File: config.mk
export PLATFORM = sky130hd
export DESIGN_NAME = vram_arbiter_flat
export DESIGN_NICKNAME = d
export VERILOG_FILES = /design/src/rtl/vram_arbiter_if.sv /design/src/rtl/vram_arbiter.sv /design/src/flat_wrapper.sv
export SDC_FILE = /design/constraint.sdc
export NUM_CORES = 1
export LEC_CHECK = 0
export BUFFER_PORTS_ARGS = -buffer_cell sky130_fd_sc_hd__buf_4
export CAP_MARGIN = 20
export CORE_ASPECT_RATIO = 2
export CORE_MARGIN = 2
export CORE_UTILIZATION = 41
export DETAILED_ROUTE_END_ITERATION = 10
export PLACE_DENSITY = 0.8
export SETUP_SLACK_MARGIN = 0.1
export SLEW_MARGIN = 10
export SYNTH_ARGS = -nofsm -noshare
export SYNTH_HDL_FRONTEND = slang
export SYNTH_SLANG_ARGS = --single-unit
export TNS_END_PERCENT = 30
File: constraint.sdc
create_clock -name clk -period 2.1 [get_ports clk]
set_input_delay 0.42 -clock clk [delete_from_list [all_inputs] [get_ports clk]]
set_output_delay 0.42 -clock clk [all_outputs]
set_load 0.1 [all_outputs]
File: src/rtl/vram_arbiter_if.sv
// Bus bundle around the VRAM arbiter: CPU data port, display fetcher port and VRAM macro port.
// The slave modport is the arbiter's view; master is the surrounding environment.
interface vram_arbiter_if #(
    parameter int ADDR_W = 13,
    parameter int DATA_W = 16
);
    // CPU data port
    logic              cpu_re;
    logic              cpu_we;
    logic [ADDR_W-1:0] cpu_addr;
    logic [DATA_W-1:0] cpu_wdata;
    logic              cpu_busy;
    logic [DATA_W-1:0] cpu_rdata;

    // Display line fetcher
    logic              disp_req;
    logic [ADDR_W-1:0] disp_addr;
    logic              disp_ack;
    logic              disp_valid;
    logic [DATA_W-1:0] disp_rdata;

    // VRAM macro
    logic [ADDR_W-1:0] ram_addr;
    logic [DATA_W-1:0] ram_wdata;
    logic              ram_we;
    logic [DATA_W-1:0] ram_rdata;

    modport slave (
        input  cpu_re, cpu_we, cpu_addr, cpu_wdata,
        output cpu_busy, cpu_rdata,
        input  disp_req, disp_addr,
        output disp_ack, disp_valid, disp_rdata,
        output ram_addr, ram_wdata, ram_we,
        input  ram_rdata
    );

    modport master (
        output cpu_re, cpu_we, cpu_addr, cpu_wdata,
        input  cpu_busy, cpu_rdata,
        output disp_req, disp_addr,
        input  disp_ack, disp_valid, disp_rdata,
        input  ram_addr, ram_wdata, ram_we,
        output ram_rdata
    );
endinterface

File: src/rtl/vram_arbiter.sv
// Single-port VRAM arbiter: display reads win, but after MAX_RUN display grants against a
// waiting CPU access the CPU gets one slot. Read data returns through a tagged RD_LAT pipe.
module vram_arbiter #(
    parameter int ADDR_W  = 13,
    parameter int DATA_W  = 16,
    parameter int RD_LAT  = 1,
    parameter int MAX_RUN = 4
) (
    input  logic          clk,
    input  logic          reset,
    vram_arbiter_if.slave bus
);

    localparam int RUN_W = $clog2(MAX_RUN + 1);
    localparam logic [RUN_W-1:0] RUN_LIMIT = RUN_W'(MAX_RUN);

    generate
        if (RD_LAT < 1 || RD_LAT > 2 || MAX_RUN < 1) begin : g_bad_params
            $error("vram_arbiter: RD_LAT must be 1 or 2 and MAX_RUN must be >= 1");
        end
    endgenerate

    typedef enum logic [1:0] {
        GNT_NONE,
        GNT_DISP,
        GNT_CPU
    } grant_e;

    // One return-pipe slot: which requester (if any) owns the RAM data leaving this stage.
    typedef struct packed {
        logic disp;
        logic cpu;
    } tag_t;

    grant_e            grant;
    logic              cpu_pend;
    logic              disp_win;
    logic [ADDR_W-1:0] addr_sel;
    tag_t              tag_exit;

    logic [RUN_W-1:0]  run_q, run_d;
    tag_t [RD_LAT-1:0] pipe_q, pipe_d;
    logic              disp_valid_q, disp_valid_d;
    logic [DATA_W-1:0] disp_rdata_q, disp_rdata_d;
    logic [DATA_W-1:0] cpu_rdata_q, cpu_rdata_d;

    // Grant decision. disp_win is deliberately independent of the CPU request lines so that
    // cpu_busy has no combinational path back from cpu_re/cpu_we.
    always_comb begin
        // NOTE: every signal assigned in always_comb gets a default first, so no path
        // through the block can leave it unassigned and infer a latch.
        grant    = GNT_NONE;
        cpu_pend = bus.cpu_re | bus.cpu_we;
        disp_win = bus.disp_req && (run_q != RUN_LIMIT);
        if (disp_win) begin
            grant = GNT_DISP;
        end else if (cpu_pend) begin
            grant = GNT_CPU;
        end
    end

    always_comb begin
        addr_sel = bus.cpu_addr;
        if (grant == GNT_DISP) begin
            addr_sel = bus.disp_addr;
        end
    end

    // Reset forces the strobes idle and holds the CPU off, independent of the clock.
    assign bus.ram_addr   = addr_sel;
    assign bus.ram_wdata  = bus.cpu_wdata;
    assign bus.ram_we     = reset && (grant == GNT_CPU) && bus.cpu_we;
    assign bus.disp_ack   = reset && (grant == GNT_DISP);
    assign bus.cpu_busy   = !reset || disp_win;
    assign bus.cpu_rdata  = cpu_rdata_q;
    assign bus.disp_valid = disp_valid_q;
    assign bus.disp_rdata = disp_rdata_q;

    // run counts display grants taken while the CPU is waiting; any CPU slot or an idle CPU
    // clears it. A display grant implies run < MAX_RUN, so the increment cannot overflow.
    always_comb begin
        run_d = run_q;
        if (grant == GNT_DISP && cpu_pend) begin
            run_d = run_q + RUN_W'(1);
        end else if (grant == GNT_CPU || !cpu_pend) begin
            run_d = '0;
        end
    end

    // Return pipe: a tag enters with the address and leaves when the RAM data is on ram_rdata.
    always_comb begin
        pipe_d         = pipe_q;
        pipe_d[0].disp = (grant == GNT_DISP);
        pipe_d[0].cpu  = (grant == GNT_CPU) && !bus.cpu_we;
        for (int i = 1; i < RD_LAT; i++) begin
            pipe_d[i] = pipe_q[i-1];
        end
    end

    assign tag_exit = pipe_q[RD_LAT-1];

    always_comb begin
        disp_valid_d = tag_exit.disp;
        disp_rdata_d = disp_rdata_q;
        cpu_rdata_d  = cpu_rdata_q;
        if (tag_exit.disp) begin
            disp_rdata_d = bus.ram_rdata;
        end
        if (tag_exit.cpu) begin
            cpu_rdata_d = bus.ram_rdata;
        end
    end

    always_ff @(posedge clk or negedge reset) begin
        if (!reset) begin
            // NOTE: the return-pipe tags are reset along with the counters; clearing them is
            // what discards reads that were in flight when reset hit.
            run_q        <= '0;
            pipe_q       <= '0;
            disp_valid_q <= 1'b0;
            disp_rdata_q <= '0;
            cpu_rdata_q  <= '0;
        end else begin
            // NOTE: state updates use non-blocking assignments so every flop samples
            // pre-edge values regardless of statement order.
            run_q        <= run_d;
            pipe_q       <= pipe_d;
            disp_valid_q <= disp_valid_d;
            disp_rdata_q <= disp_rdata_d;
            cpu_rdata_q  <= cpu_rdata_d;
        end
    end

endmodule
File: src/flat_wrapper.sv
// flat-port wrapper written by rule: the top's interface ports become plain ports
module vram_arbiter_flat 
#(
    parameter int ADDR_W  = 13,
    parameter int DATA_W  = 16,
    parameter int RD_LAT  = 1,
    parameter int MAX_RUN = 4
)
  (clk, reset, bus_cpu_re, bus_cpu_we, bus_cpu_addr, bus_cpu_wdata, bus_cpu_busy, bus_cpu_rdata, bus_disp_req, bus_disp_addr, bus_disp_ack, bus_disp_valid, bus_disp_rdata, bus_ram_addr, bus_ram_wdata, bus_ram_we, bus_ram_rdata);
  vram_arbiter_if #(.ADDR_W(ADDR_W), .DATA_W(DATA_W)) bus_i ();
  input  logic clk;
  input  logic reset;
  input wire logic [$bits(bus_i.cpu_re)-1:0] bus_cpu_re;
  input wire logic [$bits(bus_i.cpu_we)-1:0] bus_cpu_we;
  input wire logic [$bits(bus_i.cpu_addr)-1:0] bus_cpu_addr;
  input wire logic [$bits(bus_i.cpu_wdata)-1:0] bus_cpu_wdata;
  output wire logic [$bits(bus_i.cpu_busy)-1:0] bus_cpu_busy;
  output wire logic [$bits(bus_i.cpu_rdata)-1:0] bus_cpu_rdata;
  input wire logic [$bits(bus_i.disp_req)-1:0] bus_disp_req;
  input wire logic [$bits(bus_i.disp_addr)-1:0] bus_disp_addr;
  output wire logic [$bits(bus_i.disp_ack)-1:0] bus_disp_ack;
  output wire logic [$bits(bus_i.disp_valid)-1:0] bus_disp_valid;
  output wire logic [$bits(bus_i.disp_rdata)-1:0] bus_disp_rdata;
  output wire logic [$bits(bus_i.ram_addr)-1:0] bus_ram_addr;
  output wire logic [$bits(bus_i.ram_wdata)-1:0] bus_ram_wdata;
  output wire logic [$bits(bus_i.ram_we)-1:0] bus_ram_we;
  input wire logic [$bits(bus_i.ram_rdata)-1:0] bus_ram_rdata;
  assign bus_i.cpu_re = bus_cpu_re;
  assign bus_i.cpu_we = bus_cpu_we;
  assign bus_i.cpu_addr = bus_cpu_addr;
  assign bus_i.cpu_wdata = bus_cpu_wdata;
  assign bus_cpu_busy = bus_i.cpu_busy;
  assign bus_cpu_rdata = bus_i.cpu_rdata;
  assign bus_i.disp_req = bus_disp_req;
  assign bus_i.disp_addr = bus_disp_addr;
  assign bus_disp_ack = bus_i.disp_ack;
  assign bus_disp_valid = bus_i.disp_valid;
  assign bus_disp_rdata = bus_i.disp_rdata;
  assign bus_ram_addr = bus_i.ram_addr;
  assign bus_ram_wdata = bus_i.ram_wdata;
  assign bus_ram_we = bus_i.ram_we;
  assign bus_i.ram_rdata = bus_ram_rdata;
  vram_arbiter #(.ADDR_W(ADDR_W), .DATA_W(DATA_W), .RD_LAT(RD_LAT), .MAX_RUN(MAX_RUN)) u_core (.clk(clk), .reset(reset), .bus(bus_i));
endmodule
Word-level counts from Yosys, hierarchy flattened
Index checks and enable logic that the tools add are counted.
{"block": "word_totals", "in_bits": 63, "reg_bits": 38, "wordCells": 28, "output_inout_bits": 65}
{"block": "classes", "bitwise_logic": 1, "reduce_logical": 12, "n_addsub": 1, "n_eq_ne": 3, "muxes": 5}
{"op": "2-to-1 mux 13 bit", "n": 1}
{"op": "logical AND 1 bit", "n": 6}
{"op": "2-to-1 mux 3 bit", "n": 2}
{"op": "2-to-1 mux 2 bit", "n": 2}
{"op": "adder 3 x 1 -> 3 bit, second input constant", "n": 1}
{"op": "zero test 1 bit", "n": 3}
{"op": "!= test 3 bit, second input constant", "n": 1}
{"op": "== test 2 x 1 -> 1 bit, second input constant", "n": 1}
{"op": "== test 2 bit, second input constant", "n": 1}
{"op": "logical OR 1 bit", "n": 2}
{"op": "nonzero test 2 bit", "n": 1}
{"op": "bitwise OR 1 bit", "n": 1}

Depth between registers and ports, before layout
{"block": "logic_depth", "word_depth": 7, "mapped_depth": 5, "depth_no_buf": 4}

Worst setup path before layout
OpenSTA, ideal clock, no wires.
{"block": "synth_timing", "path_type": "register to output", "from": "register u_core.run_q[0]", "to": "output port bus_cpu_busy", "path_buffers": 1, "setup_slack_ps": -30, "stages_incl_launch_ff": 6, "t_required_ps": 1680, "arrival_time_ps": 1710, "path_cell_list": "dfrtp_1 -> inv_1 -> ha_1 -> a21boi_4 -> buf_6 -> nand2b_1"}
{"block": "synth_between", "elab_chain_cells": 3}
{"item": "start: declaration", "line_no": "vram_arbiter.sv:41", "text": "logic [RUN_W-1:0] run_q, run_d;"}
{"item": "start signal: assignment", "line_no": "vram_arbiter.sv:126", "text": "run_q <= run_d;"}
{"item": "!= test 3 bit", "line_no": "vram_arbiter.sv:54", "text": "disp_win = bus.disp_req && (run_q != RUN_LIMIT);"}
{"item": "logical AND 1 bit", "line_no": "vram_arbiter.sv:54"}
{"item": "logical OR 1 bit", "line_no": "vram_arbiter.sv:74", "text": "assign bus.cpu_busy = !reset || disp_win;"}
{"item": "end: declaration", "line_no": "flat_wrapper.sv:17", "text": "output wire logic [$bits(bus_i.cpu_busy)-1:0] bus_cpu_busy;"}
Every way passes these cells.

Worst setup path after layout
{"block": "layout_timing", "from": "register u_core.run_q[0]", "to": "output port bus_ram_addr[8]"}
{"block": "layout_between", "elab_chain_cells": 5}
{"item": "!= test 3 bit", "line_no": "vram_arbiter.sv:54"}
{"item": "logical AND 1 bit", "line_no": "vram_arbiter.sv:54"}
{"item": "2-to-1 mux 2 bit", "line_no": "vram_arbiter.sv:55", "text": "if (disp_win) begin"}
{"item": "== test 2 x 1 -> 1 bit", "line_no": "vram_arbiter.sv:64", "text": "if (grant == GNT_DISP) begin"}
{"item": "2-to-1 mux 13 bit", "line_no": "vram_arbiter.sv:64"}
{"item": "end: declaration", "line_no": "flat_wrapper.sv:24", "text": "output wire logic [$bits(bus_i.ram_addr)-1:0] bus_ram_addr;"}
Every way passes these cells.

==> impl_metrics.ini <==
[timing]
min_period_ns = 2.15
tightest_slew_ns = 0.710
finalSetupViolations = 14
drv_slew = 0
tns_ns = -0.508
fin_crit_sh_pct = 102
fin_worst_skew_ns = 0.00257
grt_setup_unrepaired = true
hold_ws_ns = 0.318
slew_headroom_pct = 52.6
fmax_mhz = 465
hold_viol_final = 0
setup_slack_ns = -0.0523

[critical_path]
cp-start-kind = flop
path_class = flop to output port
startpoint = u_core.run_q[0]
arrival_ns = 1.73
path_cells = inv_2 > ha_4 > a21boi_4 > buf_12 > mux2_4 > buf_12
critPathSlowestCell = dfrtp_1
critPathMaxStageDelay_ns = 0.36
crit_required_ns = 1.68
cp.depth = 6
crit_top_cell = buf_12
critPathCaptureType = output port
path_delay_family = buffers and inverters
r2r_start = u_core.pipe_q[0]
path_buf_inv = 3
ff2ff_path_depth = 1
reg2reg_slack_ns = 0.76
crit_path_max_fanout = 10

[cts]
cts-root-buf = clkbuf_8
clk_pin_slew_ns = 0.08
cts_made_buffers = 5
cts.htree.levels = 2
cts_tree = built
clockBufferDepth = 2
insertion_delay_ns = 0.28
clock-sinks = 38

[yosys]
synthCells = 120
synth_nets = 185
yosysTopAreaCell = dfrtp_1
syn_area_mm2 = 0.00182
yosysWarnings = 0
synthTopCellsByArea = dfrtp_1 52%, mux2_2 19%, mux2_4 11%, buf_4 6.6%, buf_6 3.1%
syn_avg_cell_area_um2 = 15.2
synth_top_area_share_pct = 52.2
async_reset_ff_share_pct = 100
yosys_register_bits = 38
synth_edf_count = 0
yosysSeqAreaShare_pct = 52.2
yosys-top-cells-count = 38 x dfrtp_1, 31 x mux2_2, 16 x buf_4, 13 x mux2_4, 5 x buf_6
synth-main-ff-cell = dfrtp_1
ys_types = 18
yosysMostFrequentCell = dfrtp_1

[placement]
place_area_mm2 = 0.00246
dp_hpwl_um = 3110
io_buffers = 95
place_congestion = 0.727
dp.cells = 252
place_ws_ns = 0.124

[finish]
final.fill_count = 316
nets = 273
multi_input_area_um2 = 691
diodes = 0
seqCellArea_um2 = 951
drive_above_1_share_pct = 76.1
finalNonFillerCells = 263
areaGrowthSynthToFinish_pct = 55.7
fin_util_pct = 66.0
finish.instance_area_mm2 = 0.00284

[global_route]
grt_pass1_vias = 1340
grt_util_all_layers_pct = 17.8
grt_max_degree = 35
grt_pass1_wl_um = 6530
antenna_found_initial = 0
globalRoute.totalOverflow = 0

[routing]
dr.pass1.iters = 3
finalWirelength_um = 4010
drt-initial-drc-count = 11
vias_per_cell = 4.80
ant_nets = 0
via_count = 1263
wire_per_inst_um = 15.2
route.detailed.drc = 0

[power]
finalPower_mw = 3.04
leakage_nw = 1.39
ir_drop_mv = 0.602
power.density_mw_per_mm2 = 1070

[floorplanning]
rows = 34
start_util_pct = 42.4
dieArea_mm2 = 0.00503
core_area_mm2 = 0.00430
die_h_um = 98.3
fp.dieW_um = 51.2
ios = 128

[job]
drv_cap = 0

[hold_path]
worstHoldStart = bus_cpu_we
hp-class = primary input to flop
whs_path_depth = 2

[status]
violations = negative setup slack
outcome = complete, but fails checks
flip-flops by register name (all words and copies together) (netlist names):
name	flops
u_core.run_q	3
u_core.disp_valid_d	1
u_core.bus.disp_valid	1
u_core.bus.disp_rdata	16
u_core.bus.cpu_rdata	16
u_core.pipe_q	1
where the power goes:
group	switching (mW)	leakage [nW]	total [mW]	internal [mW]
sequential	0.0550	0.453	0.885	0.830
combinational	1.03	0.871	1.42	0.391
clock	0.257	0.0683	0.733	0.476
repair_timing:
action / CTS / global route
hold buffers: 1 / 0
setup endpoints to repair: 16 / 16
setup buffers: 2 / 0
pin swaps: 0 / 0
gates resized for setup: 49 / 2
hold endpoints to repair: 4 / 0
final cells by class:
class / instances / area share (%)
repair buffers: 103 / 34.7
clock inverters: 3 / 2.43
well taps: 54 / 2.38
clock buffers: 5 / 2.43
multi-input cells: 58 / 24.3
flip-flops and latches: 38 / 33.5
inverters: 2 / 0.265
cells by family after synthesis:
group / Yosys count / share of synthesized area, %
simple gates: 6 / 2.40
mux: 45 / 30.5
flops: 38 / 52.2
buf+inv: 24 / 10.9
compound gates: 5 / 2.68
fa+ha+maj: 2 / 1.37
cell usage in the layout (no fill, tap or decap), drive strengths merged, types with 2 or more instances in the layout:
| cell | Yosys | final |
|---|---|---|
| mux2 | 45 | 45 |
| ha | 2 | 2 |
| buf | 22 | 102 |
| inv | 2 | 2 |
| o211a | 2 | 2 |
| nand2b | 2 | 2 |
| bufinv | 0 | 2 |
| dfrtp | 38 | 38 |
| clkbuf | 0 | 5 |
path summary, 6_finish.rpt:
| kind | endpoint |
|---|---|
| max | bus_ram_addr[8] |
| min | u_core.pipe_q[0] |
| max reg2reg | u_core.bus.cpu_rdata[15] |
| min reg2reg | u_core.bus.disp_rdata[2] |
| max in group asynchronous | u_core.bus.cpu_rdata[15] |
| min in group asynchronous | u_core.pipe_q[0] |
per-layer routing:
metal | track usage, % | share of wire, % | up-vias
met2 | 32.2 | 60 | 55
met4 | 8.94 | 1.9 | 0
met3 | 4.74 | 6.6 | 12
li1 | - | - | 572
met1 | 17.7 | 32 | 624
met5 | 0 | 0 | -
(Power assumes the default switching activity.)
